File: src/rtl/matrix_pkg.sv
// rtl/matrix_pkg.sv - shared 5x7 LED matrix constants, types and helpers
package matrix_pkg;

    localparam int MATRIX_COLUMNS = 5;
    localparam int MATRIX_ROWS    = 7;
    localparam logic [MATRIX_ROWS-1:0] PIXEL_ROW_OFF = 7'h7F;

    typedef logic [2:0]                col_index_t;
    typedef logic [MATRIX_ROWS-1:0]    row_pattern_t;
    typedef logic [MATRIX_COLUMNS-1:0] col_onehot_t;

    function automatic col_onehot_t index_to_onehot(input col_index_t idx);
        col_onehot_t onehot;
        onehot = '0;
        for (int i = 0; i < MATRIX_COLUMNS; i++) begin
            if (idx == col_index_t'(i)) begin
                onehot[i] = 1'b1;
            end
        end
        return onehot;
    endfunction

    function automatic col_index_t next_index(input col_index_t idx);
        return (idx == col_index_t'(MATRIX_COLUMNS - 1)) ? '0 : idx + 3'd1;
    endfunction

endpackage

File: src/rtl/matrix_scan_timer.sv
// rtl/matrix_scan_timer.sv - slot prescaler, column index and blink phase timing
module matrix_scan_timer
    import matrix_pkg::*;
#(
    parameter int DWELL        = 50000,
    parameter int BLANK_CYCLES = 500,
    parameter int BLINK_FRAMES = 100
) (
    input  logic       clock,
    input  logic       reset_n,
    input  logic       enable,
    output logic       slot_start,
    output logic       frame_wrap,
    output logic       active_window,
    output col_index_t index,
    output logic       blink_phase
);

    localparam int PW = $clog2(DWELL);
    localparam int FW = (BLINK_FRAMES > 1) ? $clog2(BLINK_FRAMES) : 1;

    logic [PW-1:0] prescaler;
    logic [FW-1:0] frame_count;
    logic          slot_wrap;

    assign slot_wrap     = (prescaler == PW'(DWELL - 1));
    assign frame_wrap    = slot_wrap && (index == col_index_t'(MATRIX_COLUMNS - 1));
    assign slot_start    = (prescaler == '0);
    assign active_window = (prescaler >= PW'(BLANK_CYCLES));

    always_ff @(posedge clock or negedge reset_n) begin
        if (!reset_n) begin
            prescaler   <= '0;
            index       <= '0;
            frame_count <= '0;
            blink_phase <= 1'b0;
        end else if (!enable) begin
            // Disabling restarts the whole scan so re-enable begins at column 0.
            prescaler   <= '0;
            index       <= '0;
            frame_count <= '0;
            blink_phase <= 1'b0;
        end else begin
            prescaler <= slot_wrap ? '0 : prescaler + 1'b1;
            if (slot_wrap) begin
                index <= next_index(index);
            end
            if (frame_wrap) begin
                if (frame_count == FW'(BLINK_FRAMES - 1)) begin
                    frame_count <= '0;
                    blink_phase <= ~blink_phase;
                end else begin
                    frame_count <= frame_count + 1'b1;
                end
            end
        end
    end

endmodule

File: src/rtl/matrix_column_scanner.sv
// rtl/matrix_column_scanner.sv - tear-free, blanked column multiplexer for a 5x7 LED matrix
module matrix_column_scanner
    import matrix_pkg::*;
#(
    parameter int CLOCK_HZ     = 50000000,
    parameter int COLUMN_HZ    = 1000,
    parameter int BLANK_CYCLES = 500,
    parameter int BLINK_FRAMES = 100
) (
    input  logic       clock,
    input  logic       reset_n,
    input  logic       enable,
    input  logic       blink,
    input  logic [6:0] column_4,
    input  logic [6:0] column_3,
    input  logic [6:0] column_2,
    input  logic [6:0] column_1,
    input  logic [6:0] column_0,
    output logic [6:0] rows,
    output logic [4:0] column_select,
    output logic       frame_start
);

    localparam int DWELL = CLOCK_HZ / COLUMN_HZ;

    logic         slot_start;
    logic         frame_wrap;
    logic         active_window;
    col_index_t   index;
    logic         blink_phase;
    logic         snapshot;
    row_pattern_t shadow [MATRIX_COLUMNS];
    row_pattern_t shadow_row;
    row_pattern_t rows_d;
    col_onehot_t  select_d;

    matrix_scan_timer #(
        .DWELL        (DWELL),
        .BLANK_CYCLES (BLANK_CYCLES),
        .BLINK_FRAMES (BLINK_FRAMES)
    ) u_timer (
        .clock         (clock),
        .reset_n       (reset_n),
        .enable        (enable),
        .slot_start    (slot_start),
        .frame_wrap    (frame_wrap),
        .active_window (active_window),
        .index         (index),
        .blink_phase   (blink_phase)
    );

    // The image is latched only at the very start of column 0 so a frame never tears.
    assign snapshot = enable && slot_start && (index == '0);

    always_comb begin
        shadow_row = PIXEL_ROW_OFF;
        case (index)
            3'd0:    shadow_row = shadow[0];
            3'd1:    shadow_row = shadow[1];
            3'd2:    shadow_row = shadow[2];
            3'd3:    shadow_row = shadow[3];
            3'd4:    shadow_row = shadow[4];
            default: shadow_row = PIXEL_ROW_OFF;
        endcase
    end

    always_comb begin
        rows_d   = PIXEL_ROW_OFF;
        select_d = '0;
        if (enable && active_window) begin
            select_d = index_to_onehot(index);
            rows_d   = (blink && blink_phase) ? PIXEL_ROW_OFF : shadow_row;
        end
    end

    always_ff @(posedge clock or negedge reset_n) begin
        if (!reset_n) begin
            rows          <= PIXEL_ROW_OFF;
            column_select <= '0;
            frame_start   <= 1'b0;
            for (int i = 0; i < MATRIX_COLUMNS; i++) begin
                shadow[i] <= PIXEL_ROW_OFF;
            end
        end else begin
            rows          <= rows_d;
            column_select <= select_d;
            frame_start   <= snapshot;
            if (snapshot) begin
                shadow[0] <= column_0;
                shadow[1] <= column_1;
                shadow[2] <= column_2;
                shadow[3] <= column_3;
                shadow[4] <= column_4;
            end
        end
    end

endmodule

File: config.mk
export PLATFORM = sky130hd
export DESIGN_NAME = matrix_column_scanner
export DESIGN_NICKNAME = d
export VERILOG_FILES = /design/src/rtl/matrix_pkg.sv /design/src/rtl/matrix_scan_timer.sv /design/src/rtl/matrix_column_scanner.sv
export SDC_FILE = /design/constraint.sdc
export NUM_CORES = 1
export LEC_CHECK = 0
export CAP_MARGIN = 0
export CORE_ASPECT_RATIO = 0.7
export CORE_UTILIZATION = 54
export DETAILED_ROUTE_END_ITERATION = 12
export PLACE_DENSITY = 0.79
export SLEW_MARGIN = 30
export SYNTH_ARGS = -nofsm -noshare
export SYNTH_HDL_FRONTEND = slang
export SYNTH_SLANG_ARGS = --single-unit
File: constraint.sdc
create_clock -name clock -period 2.85 [get_ports clock]
set_input_delay 0.57 -clock clock [delete_from_list [all_inputs] [get_ports clock]]
set_output_delay 0.57 -clock clock [all_outputs]
set_load 0.02 [all_outputs]
# --- Word level (Yosys, flattened, before mapping) ---
# Index checks and enable logic that the tools add are counted.
word_totals:
  inputBits: 39
  regBits: 75
  output_inout_bits: 13
  wordCells: 54
classes:
  reduce_logical: 8
  add_sub_neg: 3
  n_eq_ne: 9
  magnitude_cmp: 1
  mux: 20
  n_bitwise: 1
op_table:
  columns: ["operator", "n"]
  rows:
  - ["$mux 7", 5]
  - ["$pmux 7 s5", 1]
  - ["$mux 16", 2]
  - ["$add 16x1->16 const B", 1]
  - ["$eq 16x16->1 const B", 1]
  - ["$ge 16x9->1 const B", 1]
  - ["$logic_not 16->1", 1]
  - ["$mux 3", 3]
  - ["$mux 1", 8]
  - ["$add 7x1->7 const B", 1]
  - ["$eq 7x7->1 const B", 1]
  - ["$eq 3x2->1 const B", 2]
  - ["$ne 2x1->1 const B", 3]
  - ["$logic_and 1x1->1", 5]
  - ["$mux 5", 1]
  - ["$add 3x1->3 const B", 1]
  - ["$eq 3x1->1 const B", 1]
  - ["$eq 3x3->1 const B", 1]
  - ["$logic_not 3->1", 1]
  - ["$reduce_and 2->1", 1]
  - ["$not 1->1", 1]

# --- Logic depth before layout (Yosys ltp) ---
# Gate-level depths: netlist of the first run.
logic_depth:
  word_depth: 4
  ltp_mapped: 8
  depth_no_buf: 6

# --- Cells and area by module ---
# From an unflattened synthesis of the first run, not the netlist that was laid out.
unflattened:
  cells_unflattened: 315
  hier_area_um2: 3808.7
by_module_without_submodules:
  columns: ["mod", "cells_each", "seq_area_each_um2", "instances", "area_each_um2"]
  rows:
  - ["matrix_column_scanner", 154, 1253.7, 1, 2274.7]
  - ["matrix_scan_timer", 161, 675.6, 1, 1534.0]

# --- Worst setup path after synthesis of the first run ---
# OpenSTA, ideal clock, no wires.
synth_timing:
  path_type: "flip-flop to flip-flop"
  from: "register u_timer.prescaler[12]"
  to: "register shadow[10] (netlist name)"
  path_slack_ns: 0.398
  arrival_time_ns: 2.370
  setup_time_ns: 0.082
  n_path_buf: 2
  stages_incl_launch_ff: 7
  synth_period_minus_slack_ns: 2.452
  required_time_ns: 2.768
  cell_sequence: "dfrtp_1 -> or4_1 -> or4_1 -> buf_2 -> nor3_4 -> buf_6 -> mux2_2"
synth_between:
  elab_chain_cells: 3
synth_rtl:
  columns: ["item", "line_no", "source"]
  rows:
  - ["from (decl)", "matrix_scan_timer.sv:22", "logic [PW-1:0] prescaler;"]
  - ["from (signal assigned)", "matrix_scan_timer.sv:44", "prescaler <= slot_wrap ? '0 : prescaler + 1'b1;"]
  - ["$logic_not 16->1", "matrix_scan_timer.sv:28", "assign slot_start = (prescaler == '0);"]
  - ["$logic_and 1x1->1 (2 in a row)", "matrix_column_scanner.sv:53", "assign snapshot = enable && slot_start && (index == '0);"]
  - ["to (decl)", "matrix_column_scanner.sv:32", "row_pattern_t shadow [MATRIX_COLUMNS];"]
# No other way between the ends.
# A chain may end at the register's enable or synchronous reset.

# --- Final worst setup path of the first run ---
layout_timing:
  from: "register u_timer.prescaler[12]"
  to: "register u_timer.frame_count[3]"
layout_between:
  elab_chain_cells: 3
layout_rtl:
  columns: ["item", "line_no", "source"]
  rows:
  - ["$eq 16x16->1", "matrix_scan_timer.sv:26", "assign slot_wrap = (prescaler == PW'(DWELL - 1));"]
  - ["$logic_and 1x1->1", "matrix_scan_timer.sv:27", "assign frame_wrap = slot_wrap && (index == col_index_t'(MATRIX_COLUMNS - 1));"]
  - ["$ne 2x1->1 (no source line)", null, null]
  - ["to (signal assigned)", "matrix_scan_timer.sv:53", "frame_count <= frame_count + 1'b1;"]
  - ["to (decl)", "matrix_scan_timer.sv:23", "logic [FW-1:0] frame_count;"]
# No other way between the ends.

==> out/results.tsv, run 1 <==
stage	metric	value	unit
run_status	status	completed	
power_and_ir_drop	total power	2568	uW
cts	CTS max path bufs	2	
global_routing	largest net degree at the start of global routing	42	
final_layout	Fillers	458	
global_routing	first-pass GRT wire length	12730	um
timing	unrepaired setup endpoints after global routing	no	
logic_synthesis	Yosys top cell area share	31.13	%
cts	Post-CTS Setup Repair Bufs	0	
die	core outline area	6276	um^2
placed_design	pre-CTS WS	0.4307	ns
route	number of DRC markers in iteration 0	277	
power_and_ir_drop	Worst VDD drop	0.3542	mV
power_and_ir_drop	pwr/cell area	587.3	nW/um^2
cts	clock buffer count from CTS	9	
setup_path	critical path arrival	2.75	ns
die	Initial Util	56.48	%
route	drt wl/cell	17.57	um
route	vias per std cell	5.984	
logic_synthesis	FFs w/ async S/R, synth	100.0	%
setup_path	Crit Path Max Fanout	14	
cts	H-Tree Depth	3	
die	Die Span Y	69.79	um
setup_path	Crit. End Element	register	
final_layout	layout cells sized above 1	29.56	%
setup_path	worst flop-to-flop path startpoint	u_timer.prescaler[12]	
timing	Slew headroom	66.88	%
placed_design	dpl cells	424	
cts	Worst-path clk slew	0.08	ns
logic_synthesis	Post-Synthesis Cells	302	
logic_synthesis	number of synthesized flops with an enable pin	0	
cts	cts hold-fix bufs	0	
timing	fmax	0.4043	GHz
global_routing	antenna violations before repair	0	
final_layout	Non-Filler Instances	440	
logic_synthesis	largest cells by area after synthesis	dfstp_2 31%, dfrtp_1 23%, mux2_2 11%, ha_1 2.8%, nor2_1 2.1%	
placed_design	gpl congestion	0.8333	
cts	Num Clock Sinks	75	
cts	CTS tree	built	
route	final wirelength	7731	um
cts	CTS root buffer	clkbuf_8	
power_and_ir_drop	Pleak	0.001733	uW
logic_synthesis	register area share after synthesis	54.43	%
final_layout	# nets final	404	
route	first drt pass iteration count	6	
global_routing	vias in the first global route	2550	
setup_path	Reg2Reg Depth	5	
route	WL met3	519	um
logic_synthesis	Unique masters post-synth	46	
logic_synthesis	Yosys top cell by area	dfstp_2	
timing	Slew Limit Fails	0	
final_layout	Finished Core Util	69.66	%
placed_design	port buffer count	51	
logic_synthesis	mapped cell area	3545	um^2
die	row cnt	24	
timing	final hold violations	0	
cts	post_cts resized	0	
timing	setup TNS	0	ns
setup_path	flop-to-flop setup slack	0.38	ns
placed_design	Post-DP HPWL	5318	um
logic_synthesis	Synth Area per Inst	11.74	um^2
timing	Final period util	86.79	%
route	WL met1	3640	um
setup_path	r2r endpoint	u_timer.frame_count[3]	
global_routing	GRT Total Usage	24.44	%
route	DR top layer	met4	
logic_synthesis	synth cell count leaders	42 x dfstp_2, 36 x mux2_2, 33 x dfrtp_1	
timing	Worst-Margin Slew	0.4968	ns
setup_path	Worst Setup Path Type	reg2reg	
logic_synthesis	Post-Syn Nets	349	
cts	latest clock arrival within the worst-skew pair	0.35	ns
timing	final setup fails	0	
route	vias	2633	
logic_synthesis	synthesized flop and latch total	75	
route	post-route ant nets	0	
final_layout	antenna cell count	0	
logic_synthesis	most numerous cell in the Yosys netlist	dfstp_2	
worst_hold_path	worst min-delay path class	in2async	
die	Die W	98.84	um
timing	worst setup margin	0.3765	ns
final_layout	Area growth syn-to-layout	23.33	%
global_routing	grt ovf	0	
route	Residual DRC	0	
timing	Max Clock Skew	0.01186	ns
setup_path	crit start category	register	
logic_synthesis	Top FF cell, synth	dfstp_2	
logic_synthesis	yosys synthesis warning count	0	
die	Ports	52	
timing	fin crit period	2.474	ns
die	Die ar.	6897	um^2
setup_path	WP data required	3.13	ns
route	wire length on met2	3492	um
flow_run	max_cap viols	0	
==> sequential cells by signal (all words and copies together), names as in the netlist <==
name and count:
u_timer.frame_count 7, u_timer.index 3, shadow 35, u_timer.prescaler 16, frame_start 1, u_timer.blink_phase 1
column_select 5, rows 7
==> report_power, final <==
part	internal [uW]	total, uW	leakage (uW)	switching, uW
Combinational	189	307	0.000722	117
Sequential	1280	1350	0.000899	73.4
Clock	514	907	0.000111	392
==> stage by stage <==
step,instance area (um^2),hold WS [ns]
6_report,4372,0.2474
5_1_grt,4372,0.2889
4_1_cts,4372,0.2554
3_5_place_dp,4148,0.4906
3_3_place_gp,4148,0.4823
2_1_floorplan,3545,0.2744
==> kinds of logic after synthesis <==
logic type               share of synthesized area (%)
AND/OR/NAND/NOR                                  15.04
flip-flops                                       54.43
AO/OA/AOI/OAI                                    8.825
multiplexers                                     12.60
buffers and inverters                            3.318
XOR/XNOR                                         2.965
adder cells (fa/ha/maj)                          2.824
==> critical path: stages (launching register included) <==
cell	delay, ns
dfrtp_1	0.44
or4_1	0.58
or4_1	0.49
buf_4	0.22
nor4_1	0.44
mux2i_1	0.23
==> layout make-up <==
type | count | area, um^2 | share of cell area [%]
Sequential cell | 75 | 1929 | 44.13
Clock buffer | 14 | 185.2 | 4.236
Tap cell | 78 | 97.59 | 2.232
Clock inverter | 2 | 38.79 | 0.8872
Multi-Input combinational cell | 202 | 1498 | 34.26
Inverter | 8 | 30.03 | 0.6869
Timing Repair Buffer | 61 | 593.1 | 13.57
==> cells in the final DEF, fill, tap and decap left out, types with 5 or more instances in the layout <==
cell and n:
o21ai_0 13, ha_1 8, a222oi_1 5, nand3_1 9
clkbuf_8 9, buf_4 9, a21oi_1 8, xor2_1 8
clkdlybuf4s50_1 50, mux2_2 36, nand4_1 10, dfrtp_1 33
nor3_1 5, dfstp_2 42, nor2_1 20, or4_1 5
nand2_1 17, inv_1 7
==> per-layer routing <==
layer  vias up  global-route usage (%)
met5         -                       0
met4         0                   9.121
met3        11                   5.544
met2        98                   35.66
met1      1316                   35.74
li1       1208                       -
==> worst max path at each step <==
stage	startpoint	to	slack, ns	depth (start not counted)
final	u_timer.prescaler[12]	u_timer.frame_count[3]	0.38	5
after global placement	enable	shadow[2]	0.45	6
after CTS	u_timer.prescaler[12]	u_timer.frame_count[3]	0.38	5
after detailed placement	u_timer.prescaler[12]	u_timer.frame_count[3]	0.43	5
after floorplan	u_timer.prescaler[12]	shadow[10]	0.40	6
after global routing	u_timer.prescaler[12]	u_timer.frame_count[3]	0.27	5
(Power assumes the default switching activity.)
==> inputs of run 2 (changes only) <==
--- a/config.mk
+++ b/config.mk
@@ -7,9 +7,8 @@
 export LEC_CHECK = 0
 export CAP_MARGIN = 0
 export CORE_ASPECT_RATIO = 0.7
-export CORE_UTILIZATION = 54
+export CORE_UTILIZATION = 30
 export DETAILED_ROUTE_END_ITERATION = 12
-export PLACE_DENSITY = 0.79
 export SLEW_MARGIN = 30
 export SYNTH_ARGS = -nofsm -noshare
 export SYNTH_HDL_FRONTEND = slang
==> run 2 against run 1 <==
  * Final area rose by 4.1%
  * Register-to-register slack barely moved
  * Worst setup slack got worse by 0.0042 ns
  * Combinational power rose by 4%
==> out/results.tsv, run 2 (synthesis gave the netlist of run 1 again) <==
stage	metric	value	unit
run_status	status	completed	
setup_path	Worst Setup Path Type	reg2reg	
global_routing	vias in the first global route	2575	
global_routing	largest net degree at the start of global routing	76	
setup_path	Reg2Reg Depth	5	
final_layout	area of the multi-input gates	1498	um^2
die	core outline area	11250	um^2
final_layout	antenna cell count	0	
timing	Worst-Margin Slew	0.6320	ns
setup_path	critical path arrival	2.73	ns
setup_path	Crit path buffers/inverters	1	
final_layout	# nets final	403	
die	Die Span Y	92.95	um
route	vias per std cell	5.023	
final_layout	Reg area	1929	um^2
placed_design	Post-DP Area	4247	um^2
final_layout	most common cell after layout, fill and taps aside	clkdlybuf4s50_1	
power_and_ir_drop	pwr/cell area	617.8	nW/um^2
power_and_ir_drop	Pleak	0.001775	uW
cts	Worst-path clk slew	0.06	ns
timing	fin crit period	2.478	ns
setup_path	Critical Path, Cell by Cell	or4_1, or4_1, buf_4, nor4_1, mux2i_1	
die	Initial Util	31.51	%
final_layout	layout cells sized above 1	29.92	%
setup_path	WP data required	3.10	ns
cts	CTS tree	built	
final_layout	commonest cells after routing, fill and taps aside	50 x clkdlybuf4s50_1, 42 x dfstp_2, 36 x mux2_2	
cts	post_cts resized	0	
route	drt wl/cell	16.11	um
final_layout	Area growth syn-to-layout	28.42	%
route	Residual DRC	0	
route	post-route ant nets	0	
timing	final hold violations	0	
cts	H-Tree Depth	3	
worst_hold_path	worst min-delay path class	in2async	
final_layout	max FFs per register	35	
cts	cts hold-fix bufs	0	
setup_path	CP delay by family, top	simple AND/OR/NAND/NOR gates	
setup_path	Crit. End Element	register	
setup_path	Crit-path slowest cell	or4_1	
timing	Max Clock Skew	0.004660	ns
cts	clock buffer count from CTS	9	
setup_path	worst flop-to-flop path startpoint	u_timer.prescaler[12]	
final_layout	post-route cell area	4552	um^2
power_and_ir_drop	Worst VDD drop	0.2690	mV
timing	Final period util	86.94	%
timing	Slew headroom	57.87	%
final_layout	Largest regs	shadow x35, u_timer.prescaler x16	
setup_path	flop-to-flop setup slack	0.37	ns
setup_path	crit-path max cell delay	0.57	ns
final_layout	largest reg by FF count	shadow	
cts	latest clock arrival within the worst-skew pair	0.33	ns
setup_path	WP depth	5	
setup_path	r2r endpoint	u_timer.frame_count[3]	
flow_run	max_cap viols	0	
route	vias	2582	
cts	CTS max path bufs	2	
cts	Num Clock Sinks	75	
cts	Post-CTS Setup Repair Bufs	0	
route	final wirelength	8282	um
setup_path	CP most frequent cell	or4_1	
cts	CTS root buffer	clkbuf_16	
placed_design	Post-DP HPWL	5724	um
timing	fmax	0.4036	GHz
timing	Slew Limit Fails	0	
final_layout	Fillers	1062	
die	Ports	52	
timing	unrepaired setup endpoints after global routing	no	
die	row cnt	32	
placed_design	port buffer count	51	
global_routing	antenna violations before repair	0	
global_routing	GRT Total Usage	14.57	%
route	first drt pass iteration count	4	
die	Die ar.	12260	um^2
setup_path	Crit Path Max Fanout	13	
setup_path	crit start category	register	
die	Die W	131.9	um
global_routing	first-pass GRT wire length	13480	um
placed_design	gpl congestion	0.8165	
global_routing	grt ovf	0	
route	number of DRC markers in iteration 0	205	
timing	setup TNS	0	ns
timing	final setup fails	0	
run 2: cell types whose count changed in the layout (fill, tap and decap cells not counted), sizes merged:
cell / previous run / this run
clkbuf: 14 / 12
buf: 11 / 10
clkinv: 2 / 4
run 2: layer usage:
| metal | up-vias | global-route usage [%] | part of all wire [%] |
|---|---|---|---|
| met1 | 1291 | 20.43 | 51 |
| met5 | - | 0 | 0 |
| met3 | 10 | 4.488 | 5.2 |
| li1 | 1212 | - | - |
| met2 | 69 | 20.63 | 42 |
| met4 | 0 | 5.911 | 1.5 |
run 2: worst max path at each step:
| stage | startpoint | slack [ns] | end |
|---|---|---|---|
| finish | u_timer.prescaler[12] | 0.37 | u_timer.frame_count[3] |
| global route | u_timer.prescaler[12] | 0.28 | u_timer.frame_count[4] |
| CTS | u_timer.prescaler[12] | 0.38 | u_timer.frame_count[3] |
| detailed placement | enable | 0.38 | shadow[8] |
| global placement | u_timer.prescaler[12] | 0.43 | u_timer.frame_count[4] |
| floorplan | u_timer.prescaler[12] | 0.40 | shadow[10] |
run 2: per-stage QoR:
step                util, %  total power (uW)  worst slack, ns  cells  hold WS, ns
finish                40.46              2812           0.3722    514       0.2628
global route          40.46              2946           0.2829    514       0.2839
CTS                   40.46              2853           0.3792    514       0.2756
detailed placement    37.74              1688           0.3841    498       0.4988
global placement      37.74              1673           0.4287    498       0.4841
floorplan                 -              1544           0.3976    302       0.2744
run 2: power breakdown:
| part | leakage [uW] | total, uW | switching, uW | internal (uW) |
|---|---|---|---|---|
| combinational | 0.000723 | 318 | 127 | 191 |
| clock | 0.000153 | 1140 | 421 | 724 |
| sequential | 0.000899 | 1350 | 67.6 | 1280 |
run 2: worst reg2reg max path, cell delays in order, from the launching register on:
cell	delay [ns]
dfrtp_1	0.43
or4_1	0.57
or4_1	0.51
buf_4	0.23
nor4_1	0.44
mux2i_1	0.22
run 2: cell type report:
type	instances	share of cell area, %
flip-flops and latches	75	42.39
inverters	8	0.6597
well taps	153	4.206
clock buffers	12	5.635
multi-input cells	202	32.90
repair buffers	60	13.14
clock inverters	4	1.072
==> inputs of run 3 (changes only) <==
--- a/config.mk
+++ b/config.mk
@@ -6,9 +6,12 @@
 export NUM_CORES = 1
 export LEC_CHECK = 0
 export CAP_MARGIN = 0
+export CELL_PAD_IN_SITES_DETAIL_PLACEMENT = 0
+export CELL_PAD_IN_SITES_GLOBAL_PLACEMENT = 1
 export CORE_ASPECT_RATIO = 0.7
 export CORE_UTILIZATION = 30
 export DETAILED_ROUTE_END_ITERATION = 12
+export PLACE_DENSITY_LB_ADDON = 0.1
 export SLEW_MARGIN = 30
 export SYNTH_ARGS = -nofsm -noshare
 export SYNTH_HDL_FRONTEND = slang
==> run 3 against run 2 <==
  * Sequential share of layout area shrank 0.093 points
  * Sequential power is essentially flat
  * Critical path depth is the same
  * Global-route usage grew 0.83 points
  * Core utilization grew 0.089 points
  * Final area grew 0.22%
  * Largest power group unchanged
==> out/results.tsv, run 3 (synthesis gave the netlist of run 1 again) <==
stage	metric	value	unit
worst_hold_path	worst min-delay path class	in2async	
route	first drt pass iteration count	4	
timing	fmax	0.3874	GHz
cts	CTS root buffer	clkbuf_16	
timing	final hold violations	0	
cts	post_cts resized	0	
final_layout	antenna cell count	0	
route	post-route ant nets	0	
setup_path	Reg2Reg Depth	5	
timing	final setup fails	0	
global_routing	grt ovf	0	
die	Ports	52	
die	Die W	131.9	um
final_layout	max FFs per register	35	
power_and_ir_drop	pwr/cell area	612.2	nW/um^2
cts	CTS tree	built	
final_layout	Largest regs	shadow x35, u_timer.prescaler x16	
cts	clock buffer count from CTS	9	
timing	Max Clock Skew	0.01188	ns
setup_path	crit start category	register	
placed_design	Post-DP HPWL	5923	um
cts	CTS max path bufs	2	
setup_path	WP data required	3.10	ns
die	core outline area	11250	um^2
final_layout	# nets final	407	
setup_path	critical path arrival	2.83	ns
timing	Worst-Margin Slew	0.6782	ns
timing	Slew Limit Fails	0	
cts	latest clock arrival within the worst-skew pair	0.34	ns
global_routing	vias in the first global route	2507	
setup_path	Crit Path Max Fanout	10	
power_and_ir_drop	total power	2793	uW
placed_design	port buffer count	51	
cts	Worst-path clk slew	0.06	ns
die	row cnt	32	
die	Die Span Y	92.95	um
run_status	status	completed	
setup_path	Worst Setup Path Type	reg2reg	
cts	H-Tree Depth	3	
global_routing	antenna violations before repair	0	
final_layout	largest reg by FF count	shadow	
global_routing	largest net degree at the start of global routing	72	
route	drt wl/cell	16.94	um
route	number of DRC markers in iteration 0	232	
route	vias per std cell	4.915	
power_and_ir_drop	Pleak	0.001786	uW
timing	fin crit period	2.581	ns
route	Residual DRC	0	
route	final wirelength	8775	um
final_layout	commonest cells after routing, fill and taps aside	50 x clkdlybuf4s50_1, 42 x dfstp_2, 36 x mux2_2	
setup_path	Crit. End Element	register	
flow_run	max_cap viols	0	
final_layout	layout cells sized above 1	30.68	%
cts	Num Clock Sinks	75	
final_layout	Area growth syn-to-layout	28.70	%
cts	Post-CTS Setup Repair Bufs	0	
global_routing	GRT Total Usage	15.41	%
power_and_ir_drop	Worst VDD drop	0.2882	mV
placed_design	gpl congestion	0.7631	
timing	setup TNS	0	ns
route	vias	2546	
die	Die ar.	12260	um^2
timing	Slew headroom	54.79	%
timing	Final period util	90.57	%
final_layout	most common cell after layout, fill and taps aside	clkdlybuf4s50_1	
cts	cts hold-fix bufs	0	
setup_path	flop-to-flop setup slack	0.27	ns
timing	unrepaired setup endpoints after global routing	no	
global_routing	first-pass GRT wire length	14220	um
die	Initial Util	31.51	%
[run 3: cell types whose count changed in the layout (fill, tap and decap cells not counted), sizes merged]
cell	previous run	this run
clkbuf	12	10
clkinv	4	3
inv	7	10
buf	10	14
[run 3: per-layer routing]
metal	vias to the layer above	track usage, %	wire length, um	share of wire (%)
li1	1221	-	-	-
met1	1276	23.77	4825	55
met2	45	20.19	3645	42
met3	4	4.050	247	2.8
met4	0	4.942	57	0.65
met5	-	0	0	0
[run 3: path summary, 6_finish.rpt]
check,start,end
min in group clock,u_timer.frame_count[6],u_timer.frame_count[6]
hold reg to reg,u_timer.frame_count[6],u_timer.frame_count[6]
hold / removal,reset_n,u_timer.frame_count[5]
max in group asynchronous,reset_n,shadow[3]
setup / recovery,u_timer.prescaler[13],u_timer.frame_count[3]
setup reg to reg,u_timer.prescaler[13],u_timer.frame_count[3]
[run 3: worst max-delay path, stage by stage, from the launching register on]
cell	delay, ns
dfrtp_1	0.42
or4_1	0.57
or4_1	0.58
buf_4	0.24
nor4_1	0.46
mux2i_1	0.24
[run 3: final cells by class]
class | count | area [um^2]
well taps | 153 | 191.4
flip-flops and latches | 75 | 1929
fillers | 1071 | 6689
multi-input cells | 202 | 1498
clock inverters | 6 | 62.56
repair buffers | 64 | 621.8
inverters | 8 | 30.03
clock buffers | 10 | 229.0
[run 3: report_power, final]
| group | switching, uW | leakage [uW] | internal, uW |
|---|---|---|---|
| clock network | 448 | 0.000148 | 680 |
| logic | 126 | 0.000740 | 190 |
| registers | 67.2 | 0.000899 | 1280 |
[run 3: metrics by stage]
step	setup WS, ns	cells	hold WS, ns	cell area [um^2]	util [%]
2_1_floorplan	0.3976	302	0.2744	3545	-
3_3_place_gp	0.3880	502	0.4901	4267	37.92
3_5_place_dp	0.3161	502	0.4920	4267	37.92
4_1_cts	0.2731	518	0.4119	4558	40.51
5_1_grt	0.1114	518	0.2837	4562	40.55
6_report	0.2687	518	0.2251	4562	40.55
